`src/rtl/min_scan_pkg.sv`:
```
`default_nettype none
// ============================================================================
//  Module      : min_scan_pkg
//  Description : Shared types and helpers for the two-minimum scan sequencer.
//  Revision    : 1.0  initial release
// ============================================================================
package min_scan_pkg;

    // Sequencer states; width fixed so the encoding is explicit.
    typedef enum logic [1:0] {
        IDLE = 2'd0,
        SCAN = 2'd1,
        DONE = 2'd2
    } state_t;

    // Largest sample value at the default 4-bit sample width.
    localparam int N_MAX_VAL = 15;

    // All-ones pattern of the requested width (up to 32 bits).
    function automatic logic [31:0] all_ones(input int width);
        if (width >= 32) begin
            return 32'hFFFF_FFFF;
        end
        return (32'd1 << width) - 32'd1;
    endfunction

endpackage
`default_nettype wire

```
`src/rtl/min2_update.sv`:
```
`default_nettype none
// ============================================================================
//  Module      : min2_update
//  Description : Combinational two-minimum update for one incoming sample.
//  Revision    : 1.0  initial release
// ============================================================================
module min2_update #(
    parameter int N  = 4,
    parameter int IW = 4
) (
    input  logic [N-1:0]  i_x,
    input  logic [N-1:0]  i_w1,
    input  logic [N-1:0]  i_w2,
    input  logic [IW-1:0] i_wi,
    input  logic [IW-1:0] i_cnt,
    output logic [N-1:0]  o_w1,
    output logic [N-1:0]  o_w2,
    output logic [IW-1:0] o_wi
);

    // Strict compares: an equal later value never displaces the earlier
    // minimum, so it falls through to become the second minimum instead.
    always_comb begin
        o_w1 = i_w1;
        o_w2 = i_w2;
        o_wi = i_wi;
        if (i_x < i_w1) begin
            o_w2 = i_w1;
            o_w1 = i_x;
            o_wi = i_cnt;
        end else if (i_x < i_w2) begin
            o_w2 = i_x;
        end
    end

endmodule
`default_nettype wire

```
`src/rtl/min_scan_ctrl.sv`:
```
`default_nettype none
// ============================================================================
//  Module      : min_scan_ctrl
//  Description : Frame sequencer for the two-minimum search. Accepts M samples
//                over valid/ready, then publishes min1/min2/index with a
//                one-cycle done pulse.
//  Revision    : 1.0  initial release
// ============================================================================
module min_scan_ctrl
    import min_scan_pkg::*;
#(
    parameter int N  = 4,
    parameter int M  = 10,
    parameter int IW = 4
) (
    input  logic          clk_i,
    input  logic          rst_i,
    input  logic          start_i,
    input  logic          abort_i,
    input  logic [N-1:0]  data_i,
    input  logic          data_valid_i,
    output logic          data_ready_o,
    output logic          busy_o,
    output logic          done_o,
    output logic [N-1:0]  min1_o,
    output logic [N-1:0]  min2_o,
    output logic [IW-1:0] index_o
);

    localparam logic [N-1:0]  c_ones = N'(all_ones(N));
    localparam logic [IW-1:0] c_last = IW'(M - 1);

    state_t        r_state;
    logic [N-1:0]  r_w1;
    logic [N-1:0]  r_w2;
    logic [IW-1:0] r_wi;
    logic [IW-1:0] r_cnt;

    logic          w_accept;
    logic          w_last;
    logic [N-1:0]  w_w1_next;
    logic [N-1:0]  w_w2_next;
    logic [IW-1:0] w_wi_next;

    // data_ready_o is registered and high exactly while in SCAN.
    assign w_accept = data_valid_i & data_ready_o;
    assign w_last   = (r_cnt == c_last);

    min2_update #(
        .N  (N),
        .IW (IW)
    ) u_min2_update (
        .i_x   (data_i),
        .i_w1  (r_w1),
        .i_w2  (r_w2),
        .i_wi  (r_wi),
        .i_cnt (r_cnt),
        .o_w1  (w_w1_next),
        .o_w2  (w_w2_next),
        .o_wi  (w_wi_next)
    );

    // Sequencer, working registers and registered result/status outputs.
    always_ff @(posedge clk_i) begin
        if (rst_i) begin
            r_state      <= IDLE;
            r_w1         <= c_ones;
            r_w2         <= c_ones;
            r_wi         <= '0;
            r_cnt        <= '0;
            data_ready_o <= 1'b0;
            busy_o       <= 1'b0;
            done_o       <= 1'b0;
            min1_o       <= c_ones;
            min2_o       <= c_ones;
            index_o      <= '0;
        end else begin
            case (r_state)
                IDLE: begin
                    done_o <= 1'b0;
                    if (start_i) begin
                        r_state      <= SCAN;
                        r_w1         <= c_ones;
                        r_w2         <= c_ones;
                        r_wi         <= '0;
                        r_cnt        <= '0;
                        data_ready_o <= 1'b1;
                        busy_o       <= 1'b1;
                    end
                end
                SCAN: begin
                    // Abort wins over the final-sample transition; any
                    // sample accepted alongside it is dropped.
                    if (abort_i) begin
                        r_state      <= IDLE;
                        data_ready_o <= 1'b0;
                        busy_o       <= 1'b0;
                    end else if (w_accept) begin
                        r_w1 <= w_w1_next;
                        r_w2 <= w_w2_next;
                        r_wi <= w_wi_next;
                        if (w_last) begin
                            // Counter is held on the last sample so it never
                            // wraps within a frame.
                            r_state      <= DONE;
                            data_ready_o <= 1'b0;
                            done_o       <= 1'b1;
                            min1_o       <= w_w1_next;
                            min2_o       <= w_w2_next;
                            index_o      <= w_wi_next;
                        end else begin
                            r_cnt <= r_cnt + 1'b1;
                        end
                    end
                end
                DONE: begin
                    r_state <= IDLE;
                    done_o  <= 1'b0;
                    busy_o  <= 1'b0;
                end
                default: begin
                    r_state      <= IDLE;
                    data_ready_o <= 1'b0;
                    busy_o       <= 1'b0;
                    done_o       <= 1'b0;
                end
            endcase
        end
    end

endmodule
`default_nettype wire

```
`config.mk`:
```
export PLATFORM = sky130hd
export DESIGN_NAME = min_scan_ctrl
export DESIGN_NICKNAME = d
export VERILOG_FILES = /design/src/rtl/min_scan_pkg.sv /design/src/rtl/min2_update.sv /design/src/rtl/min_scan_ctrl.sv
export SDC_FILE = /design/constraint.sdc
export NUM_CORES = 1
export LEC_CHECK = 0
export ABC_CLOCK_PERIOD_IN_PS = 2000
export CAP_MARGIN = 15
export CORE_ASPECT_RATIO = 1.75
export CORE_MARGIN = 1
export CORE_UTILIZATION = 50
export DETAILED_ROUTE_END_ITERATION = 12
export GPL_TIMING_DRIVEN = 0
export PLACE_DENSITY = 0.74
export SYNTH_ARGS = -nofsm -noshare
export SYNTH_HDL_FRONTEND = slang
export SYNTH_SLANG_ARGS = --single-unit
```
`constraint.sdc`:
```
create_clock -name clk_i -period 2 [get_ports clk_i]
set_input_delay 0.4 -clock clk_i [delete_from_list [all_inputs] [get_ports clk_i]]
set_output_delay 0.4 -clock clk_i [all_outputs]
set_load 0.1 [all_outputs]
```
# Word-level counts from Yosys, hierarchy flattened
# Cells that the tools add are included.
# word_totals
elab_cells,69
register_bits,33
in_bits,9
output_inout_bits,15
# op_classes
n_bitwise,4
n_eq_ne,10
magnitude_cmp,2
n_mux,31
add_sub_neg,1
reduce_logical,10
# op_table
cell,count
$mux W4,15
$pmux W4 S2,4
$reduce_and A4 Y1,3
$ne A2 B2 Y1 const B,5
$lt A4 B4 Y1,2
$mux W2,4
$ne A3 B3 Y1 const B,2
$reduce_and A3 Y1,2
$mux W1,5
$reduce_and A5 Y1,1
$add A4 B1 Y4 const B,1
$eq A4 B4 Y1 const B,1
$pmux W2 S2,1
$not A1 Y1,3
$pmux W1 S3,1
$eq A2 B1 Y1 const B,1
$eq A2 B2 Y1 const B,1
$logic_not A2 Y1,1
$pmux W1 S2,1
$reduce_and A2 Y1,1
$reduce_bool A2 Y1,1
$reduce_or A2 Y1,1
$and A1 B1 Y1,1

# Depth between registers and ports, before layout
# Gate-level depths: netlist of run 1.
# logic_depth
depth_word,6
depth_mapped,8
ltp_nobuf,6

# Cells and area by module
# From an unflattened synthesis of run 1, not the netlist that was laid out.
# unflattened
hier_cells,196
area_unflattened_um2,1735.4
# modules_own_cells
module,seq_area_each_um2,instances,cells_each,area_each_um2
min_scan_ctrl,660.6,1,155,1366.3
min2_update,0.0,1,41,369.1

# Least setup slack after synthesis of run 1
# Ideal clock, no wire load.
# synth_timing
path_kind,register to register
startpoint,reg data_ready_o
endpoint,reg r_cnt[2]
t_required_ps,1884
setup_time_ps,116
path_buffers,0
path_stages_with_launch,5
arrival_time_ps,1998
slack_ps,-113
synth_period_minus_slack_ps,2113
cell_sequence,dfxtp_1 -> nand4b_1 -> a221oi_4 -> a211oi_1 -> a31o_1
# synth_between
elab_chain_len,3
# synth_rtl
element,line,text
"start, declared",min_scan_ctrl.sv:22,"output logic data_ready_o,"
"start signal, assigned",min_scan_ctrl.sv:71,data_ready_o <= 1'b0;
"start signal, assigned",min_scan_ctrl.sv:87,data_ready_o <= 1'b1;
"start signal, assigned",min_scan_ctrl.sv:96,data_ready_o <= 1'b0;
$and A1 B1 Y1,min_scan_ctrl.sv:46,assign w_accept = data_valid_i & data_ready_o;
$ne A2 B2 Y1 (no source line),-,
$reduce_and A5 Y1 (no source line),-,
"end signal, assigned",min_scan_ctrl.sv:112,r_cnt <= r_cnt + 1'b1;
"end, declared",min_scan_ctrl.sv:37,logic [IW-1:0] r_cnt;
# No other way between the ends.
# A chain may end at the register's enable or synchronous reset.

# Worst setup path in the final report of run 1
# layout_timing
startpoint,in data_i[1]
endpoint,reg r_w2[2]
# layout_between
elab_chain_len,6
word_cells_on_any_way,7
classes_between,2 x order compare; 5 x mux
# layout_rtl
element,line,text
"start, declared",min_scan_ctrl.sv:20,"input logic [N-1:0] data_i,"
$lt A4 B4 Y1,min2_update.sv:31,end else if (i_x < i_w2) begin
$mux W4,min2_update.sv:31,
$mux W4 (*),min2_update.sv:27,if (i_x < i_w1) begin
$mux W4 (*),min_scan_ctrl.sv:98,end else if (w_accept) begin
$mux W4 (*),min_scan_ctrl.sv:94,if (abort_i) begin
$pmux W4 S2 (*),min_scan_ctrl.sv:78,case (r_state)
"end signal, assigned",min_scan_ctrl.sv:68,r_w2 <= c_ones;
"end signal, assigned",min_scan_ctrl.sv:84,r_w2 <= c_ones;
"end signal, assigned",min_scan_ctrl.sv:100,r_w2 <= w_w2_next;
"end, declared",min_scan_ctrl.sv:35,logic [N-1:0] r_w2;
# Every way passes the cells marked *; elsewhere a longest branch is shown, timed or not. The select of a mux whose other input is x is not followed.

==> results_dict.tcl, run 1 <==
set metrics [dict create \
    synth_enable_flop_cells 0 \
    count_of_h_tree_levels_built_during_cts 2 \
    drc_errors 0 \
    gp_congestion 0.870 \
    tritoncts "yes" \
    design.core.area_um2 3210 \
    power.static_leakage_uw 0.000872 \
    crit_start_category "input port" \
    dominantRegCellSynth "sky130_fd_sc_hd__dfxtp_1" \
    synthesis.area_um2 1720 \
    start_util 0.535 \
    worstSetupEndpointType "register" \
    place.detailed.instances 269 \
    detail-route-antenna-nets 0 \
    vdd_ir_drop_max_uv 546 \
    fin_crit_share 0.986 \
    diodes 0 \
    fin_nets 252 \
    ys.warnings.count 0 \
    clock-sinks 33 \
    post-route-cell-area_um2 2140 \
    grt_first_pass_wirelength_um 7590 \
    fin_skew_ps 7.13 \
    vert_die_dim_um 79.5 \
    unrepaired_setup_endpoints_after_global_routing "yes" \
    timing_max_transition_violations_final 0 \
    max_slew.worst_pin.slew_ps 968 \
    post-route-min-period_ps 1970 \
    final_core_utilization 0.667 \
    overflow 0 \
    layout-area-overhead-vs-synth_pct 24.7 \
    powerDensity_nw_per_um2 633 \
    critical_path_arrival_ps 2140 \
    finalSetupViolations 0 \
    first_iter_violations 54 \
    outcome "complete, no violations" \
    dp.final_hpwl_um 3530 \
    path_clk_slew_ps 70 \
    grt_start_max_net_pins 12 \
    required_ps 2160 \
    ys_ff_latch 33 \
    antenna_found_initial 0 \
    final-instance-count-excl-fill 279 \
    drive_above_1_share 0.123 \
    holdWs_ps 478 \
    clockRootBuffer "sky130_fd_sc_hd__clkbuf_8" \
    via_count_of_the_first_global_routing_pass 1670 \
    maxSlewHeadroom 0.357 \
    cts_inserted_buffers 5 \
    insertion_delay_ps 290 \
    floorplan.io_pins 24 \
    critPathKind "in2reg" \
    drt-vias-per-instance 5.92 \
    placement.io_buffers 23 \
    groute.usage.overall 0.284 \
    hold_path.class "reg2reg" \
    die_area_um2 3680 \
    critical_path.max_fanout 5 \
    report.final.hold_viol_count 0 \
    post_synth_inst_count 203 \
    std_cell_rows 27 \
    synth.lib_cells_used.distinct 45 \
    cts_max_path_buffers 2 \
    cts_hold_repair.buffers 0 \
    synth_seq_area_share 0.385 \
    wire_per_inst_um 16.8 \
    detail_route.first_pass.iterations 5 \
    cap_viol_max_count 0 \
    floorplan.die.width_um 46.3 \
    ys_async_sr_fraction 0 \
    fin_tns_setup_ps 0 \
    placedInstanceArea_um2 2000 \
    clock.fmax_mhz 507 \
    synth_nets 220 \
    vias 1652 \
    syn_area_per_cell_um2 8.46 \
    wirelength_um 4690 \
]
-- routing by layer --
metal / vias to the layer above / part of all wire / track usage
met5: - / 0 / 0
met4: 0 / 0.037 / 0.174
met3: 15 / 0.025 / 0.0452
met2: 50 / 0.56 / 0.494
met1: 769 / 0.38 / 0.297
li1: 818 / - / -
-- where the power goes --
group / internal [uW] / switching [uW]
sequential: 665 / 11.5
clock: 240 / 263
combinational: 61.1 / 116
total: 966 / 390
-- through the flow --
stage,power (uW),setup slack (ps)
after floorplan,799,222
after global placement,853,-592
after detailed placement,858,-634
after CTS,1360,38.2
after global routing,1410,-13.9
final,1360,27.7
-- worst paths after layout --
kind                   to  slack (ps)      start  cells past startpoint
hold reg to reg   r_wi[3]         480    r_wi[3]                      2
setup / recovery  r_w2[2]          30  data_i[1]                      6
hold / removal    r_wi[3]         480    r_wi[3]                      2
setup reg to reg  r_w2[2]          50    r_w2[1]                      6
-- final cells by class --
type | count | area [um2]
buffer | 9 | 56.3
clock buffer | 5 | 68.8
clock inverter | 3 | 17.5
fill | 276 | 1070
inverter | 12 | 45.0
multi-input combinational | 149 | 1020
sequential | 33 | 662
tap | 43 | 53.8
timing repair buffer | 25 | 219
-- registers in the layout (all words and copies together), names as in the netlist --
signal        flops
index_o           4
min1_o            4
min2_o            4
r_wi              4
r_w2              4
data_ready_o      1
busy_o            1
r_cnt             4
r_w1              4
r_state           2
done_o            1
-- synthesized netlist by cell type, types with 2 or more instances --
library cell	count	share of area
sky130_fd_sc_hd__o21ai_0	13	0.038
sky130_fd_sc_hd__a211oi_1	4	0.017
sky130_fd_sc_hd__nor3b_1	3	0.013
sky130_fd_sc_hd__nand4_1	4	0.015
sky130_fd_sc_hd__a21oi_1	13	0.038
sky130_fd_sc_hd__o211ai_1	3	0.013
sky130_fd_sc_hd__nand3_1	3	0.0087
sky130_fd_sc_hd__a311oi_1	4	0.020
sky130_fd_sc_hd__nor4_1	3	0.011
sky130_fd_sc_hd__o211a_1	2	0.012
sky130_fd_sc_hd__buf_4	2	0.0087
sky130_fd_sc_hd__inv_1	12	0.026
sky130_fd_sc_hd__nand2b_1	2	0.0073
sky130_fd_sc_hd__and3b_1	2	0.010
sky130_fd_sc_hd__a31oi_1	7	0.026
sky130_fd_sc_hd__mux2i_1	5	0.029
sky130_fd_sc_hd__and3_1	2	0.0073
sky130_fd_sc_hd__nand3b_1	2	0.0087
sky130_fd_sc_hd__nor2_1	18	0.039
sky130_fd_sc_hd__a2111oi_0	3	0.015
sky130_fd_sc_hd__nor3_1	7	0.020
sky130_fd_sc_hd__ha_1	8	0.058
sky130_fd_sc_hd__o32ai_1	2	0.010
sky130_fd_sc_hd__nand2_1	22	0.048
sky130_fd_sc_hd__buf_2	3	0.0087
sky130_fd_sc_hd__dfxtp_1	33	0.38
sky130_fd_sc_hd__clkbuf_1	3	0.0066
-- worst max-delay path: stages --
cell	delay [ps]
sky130_fd_sc_hd__dlygate4sd2_1	310
sky130_fd_sc_hd__ha_1	340
sky130_fd_sc_hd__o211ai_1	260
sky130_fd_sc_hd__o21ai_0	280
sky130_fd_sc_hd__a2111oi_0	450
sky130_fd_sc_hd__nor2_1	100
-- what timing repair did --
action,CTS,global route
endpoints found under the setup margin,37,5
resized for setup,27,6
pin swaps,2,2
setup buffers,0,2
-- placed cells by master (no fill, tap or decap), types with 3 or more instances in the layout --
cell	instances
sky130_fd_sc_hd__nor2_1	18
sky130_fd_sc_hd__mux2i_1	5
sky130_fd_sc_hd__nand3_1	3
sky130_fd_sc_hd__ha_1	6
sky130_fd_sc_hd__a311oi_1	4
sky130_fd_sc_hd__inv_1	12
sky130_fd_sc_hd__dfxtp_1	32
sky130_fd_sc_hd__clkbuf_8	5
sky130_fd_sc_hd__o21ai_0	11
sky130_fd_sc_hd__clkbuf_1	3
sky130_fd_sc_hd__nand4_1	4
sky130_fd_sc_hd__o211ai_1	3
sky130_fd_sc_hd__clkdlybuf4s50_1	5
sky130_fd_sc_hd__buf_4	3
sky130_fd_sc_hd__a211oi_1	3
sky130_fd_sc_hd__buf_2	3
sky130_fd_sc_hd__dlygate4sd2_1	17
sky130_fd_sc_hd__nand2_1	22
sky130_fd_sc_hd__nor3_1	7
sky130_fd_sc_hd__a21oi_1	10
sky130_fd_sc_hd__a31oi_1	7
sky130_fd_sc_hd__nor4_1	3
-- logic make-up after synthesis --
| kind of cell | share of synthesized area |
|---|---|
| mux | 0.0292 |
| fa+ha+maj | 0.0583 |
| buf+inv | 0.0568 |
| compound gates | 0.265 |
| flops | 0.385 |
| simple gates | 0.206 |
No activity file was read; power rests on OpenSTA's default activity.
==> inputs of run 2 (changes only) <==
Settings changed: SYNTH_HIERARCHICAL from default to 1.
==> results_dict.tcl, run 2 <==
set metrics [dict create \
    post_synth_inst_count 196 \
    clock.fmax_mhz 503 \
    wire_per_inst_um 15.3 \
    place.detailed.instances 263 \
    outcome "complete, no violations" \
    tritoncts "yes" \
    hold_path.startpoint "done_o" \
    floorplan.io_pins 24 \
    detail_route.first_pass.iterations 4 \
    antenna_found_initial 0 \
    ys_async_sr_fraction 0 \
    final_core_utilization 0.657 \
    die_area_um2 3720 \
    vert_die_dim_um 79.9 \
    clock-sinks 33 \
    grt_start_max_net_pins 12 \
    worstSetupEndpointType "register" \
    first_iter_violations 23 \
    synth.top_cell.area_share 0.381 \
    finalSetupViolations 0 \
    floorplan.die.width_um 46.5 \
    timing_max_transition_violations_final 0 \
    gp_congestion 0.828 \
    ys_top_cells_by_count "sky130_fd_sc_hd__dfxtp_1, sky130_fd_sc_hd__nor2_1, sky130_fd_sc_hd__nor3_1" \
    insertion_delay_ps 290 \
    critical_path.max_fanout 5 \
    vdd_ir_drop_max_uv 728 \
    area_used_by_multi_input_combinational_logic_um2 1050 \
    critPathKind "in2reg" \
    ys.warnings.count 6 \
    grt_first_pass_wirelength_um 6570 \
    path_clk_slew_ps 70 \
    ys_ff_latch 33 \
    synth-xor-area-share 0 \
    dp.final_hpwl_um 2960 \
    wirelength_um 4210 \
    layout-area-overhead-vs-synth_pct 26.0 \
    placement.io_buffers 22 \
    syn_area_per_cell_um2 8.85 \
    maxSlewHeadroom 0.365 \
    mostFrequentLayoutCell "sky130_fd_sc_hd__dfxtp_1" \
    diodes 0 \
    final_cell_mix "sky130_fd_sc_hd__dfxtp_1, sky130_fd_sc_hd__nor2_1, sky130_fd_sc_hd__nor3_1, sky130_fd_sc_hd__a21oi_1, sky130_fd_sc_hd__dlygate4sd2_1" \
    power.static_leakage_uw 0.000883 \
    timing.final.ws_setup_ps 12.2 \
    overflow 0 \
    max_slew.worst_pin.slew_ps 957 \
    fin_tns_setup_ps 0 \
    required_ps 2160 \
    synth_enable_flop_cells 0 \
    drt-vias-per-instance 5.55 \
    preCtsSetupSlack_ps -574 \
    detail-route-antenna-nets 0 \
    vias 1521 \
    start_util 0.521 \
    post-route-min-period_ps 1990 \
    design.core.area_um2 3330 \
    cts_inserted_buffers 5 \
    holdWs_ps 471 \
    fin_nets 245 \
    report.final.hold_viol_count 0 \
    regToRegStartpoint "r_w1[1]" \
    fin_skew_ps 10.5 \
    synth.largest_area_cell "sky130_fd_sc_hd__dfxtp_1" \
    unrepaired_setup_endpoints_after_global_routing "yes" \
    powerDensity_nw_per_um2 629 \
    fillerInstances 290 \
    yosys.area_share.simple 0.231 \
    cap_viol_max_count 0 \
    largest_family_of_logic_cells_by_synthesized_area "simple AND/OR/NAND/NOR gates" \
    count_of_h_tree_levels_built_during_cts 2 \
    dominantRegCellSynth "sky130_fd_sc_hd__dfxtp_1" \
    cts_hold_repair.buffers 0 \
    std_cell_rows 28 \
    fin_crit_share 0.994 \
    netlist_top_cells_area "sky130_fd_sc_hd__dfxtp_1, sky130_fd_sc_hd__mux2_4, sky130_fd_sc_hd__nor3_1" \
    synth_seq_area_share 0.381 \
    fraction_of_synthesized_area_in_multiplexers 0.131 \
    synth.most_common_cell "sky130_fd_sc_hd__dfxtp_1" \
    critical_path_arrival_ps 2150 \
    drc_errors 0 \
    worstSetupStartpoint "data_i[1]" \
    hold_path.class "reg2reg" \
    groute.usage.overall 0.246 \
    post_synth_fa_ha_maj_area_fraction 0.0577 \
    synthesis.area_um2 1740 \
    synth_nets 213 \
    final-instance-count-excl-fill 274 \
    area.sequential_um2 664 \
    crit_start_category "input port" \
    synth_compound_gate_area_share 0.137 \
    cts_max_path_buffers 2 \
    via_count_of_the_first_global_routing_pass 1540 \
    drive_above_1_share 0.214 \
    synth.lib_cells_used.distinct 37 \
    clockRootBuffer "sky130_fd_sc_hd__clkbuf_8" \
]
## run 2: cell type report
type / instances / share of cell area
Tap cell: 45 / 0.0258
Clock buffer: 5 / 0.0315
Timing Repair Buffer: 25 / 0.100
Inverter: 8 / 0.0137
Buffer: 12 / 0.0355
Clock inverter: 3 / 0.00801
Multi-Input combinational cell: 143 / 0.481
Sequential cell: 33 / 0.304
## run 2: path summary, 6_finish.rpt
path,cells after the start,endpoint,slack (ps)
hold reg to reg,1,done_o,470
hold / removal,1,done_o,470
setup reg to reg,8,r_w1[1],20
setup / recovery,8,r_w1[1],10
## run 2: metrics by stage
step | power [uW] | instance area [um2]
after floorplan | 822 | 1740
after global placement | 874 | 2010
after detailed placement | 878 | 2010
after CTS | 1370 | 2140
after global routing | 1420 | 2190
final | 1380 | 2190
## run 2: kinds of logic (layout without fill, tap and decap cells)
kind of cell,count (synthesis),in the layout
AND/OR/NAND/NOR,77,77
AO/OA/AOI/OAI,39,39
flip-flops,33,33
buffers and inverters,20,53
multiplexers,19,19
adder cells (fa/ha/maj),8,8
## run 2: routing by layer
metal	GRT usage	routed length [um]	vias up
li1	-	-	752
met1	0.228	1490	725
met2	0.463	2430	31
met3	0.0407	125	13
met4	0.129	156	0
met5	0	0	-
## run 2: report_power, final
part           internal [uW]  total [uW]  switching (uW)
sequential               667         675            8.11
clock                    240         493             253
combinational           81.2         207             126
total                    988        1380             388
## run 2: what timing repair did
| item | CTS | global route |
|---|---|---|
| pin swaps | 4 | 2 |
| setup buffers | 1 | 1 |
| endpoints found under the setup margin | 37 | 15 |
| gates resized for setup | 29 | 8 |
| cloned | 1 | 0 |
## run 2: critical path, stage by stage
cell                            delay [ps]
sky130_fd_sc_hd__dlygate4sd2_1         330
sky130_fd_sc_hd__ha_4                  250
sky130_fd_sc_hd__a2111oi_4             370
sky130_fd_sc_hd__nor3_2                120
sky130_fd_sc_hd__buf_4                 190
sky130_fd_sc_hd__mux2_4                310
sky130_fd_sc_hd__nor2_1                100
sky130_fd_sc_hd__a21oi_1                80
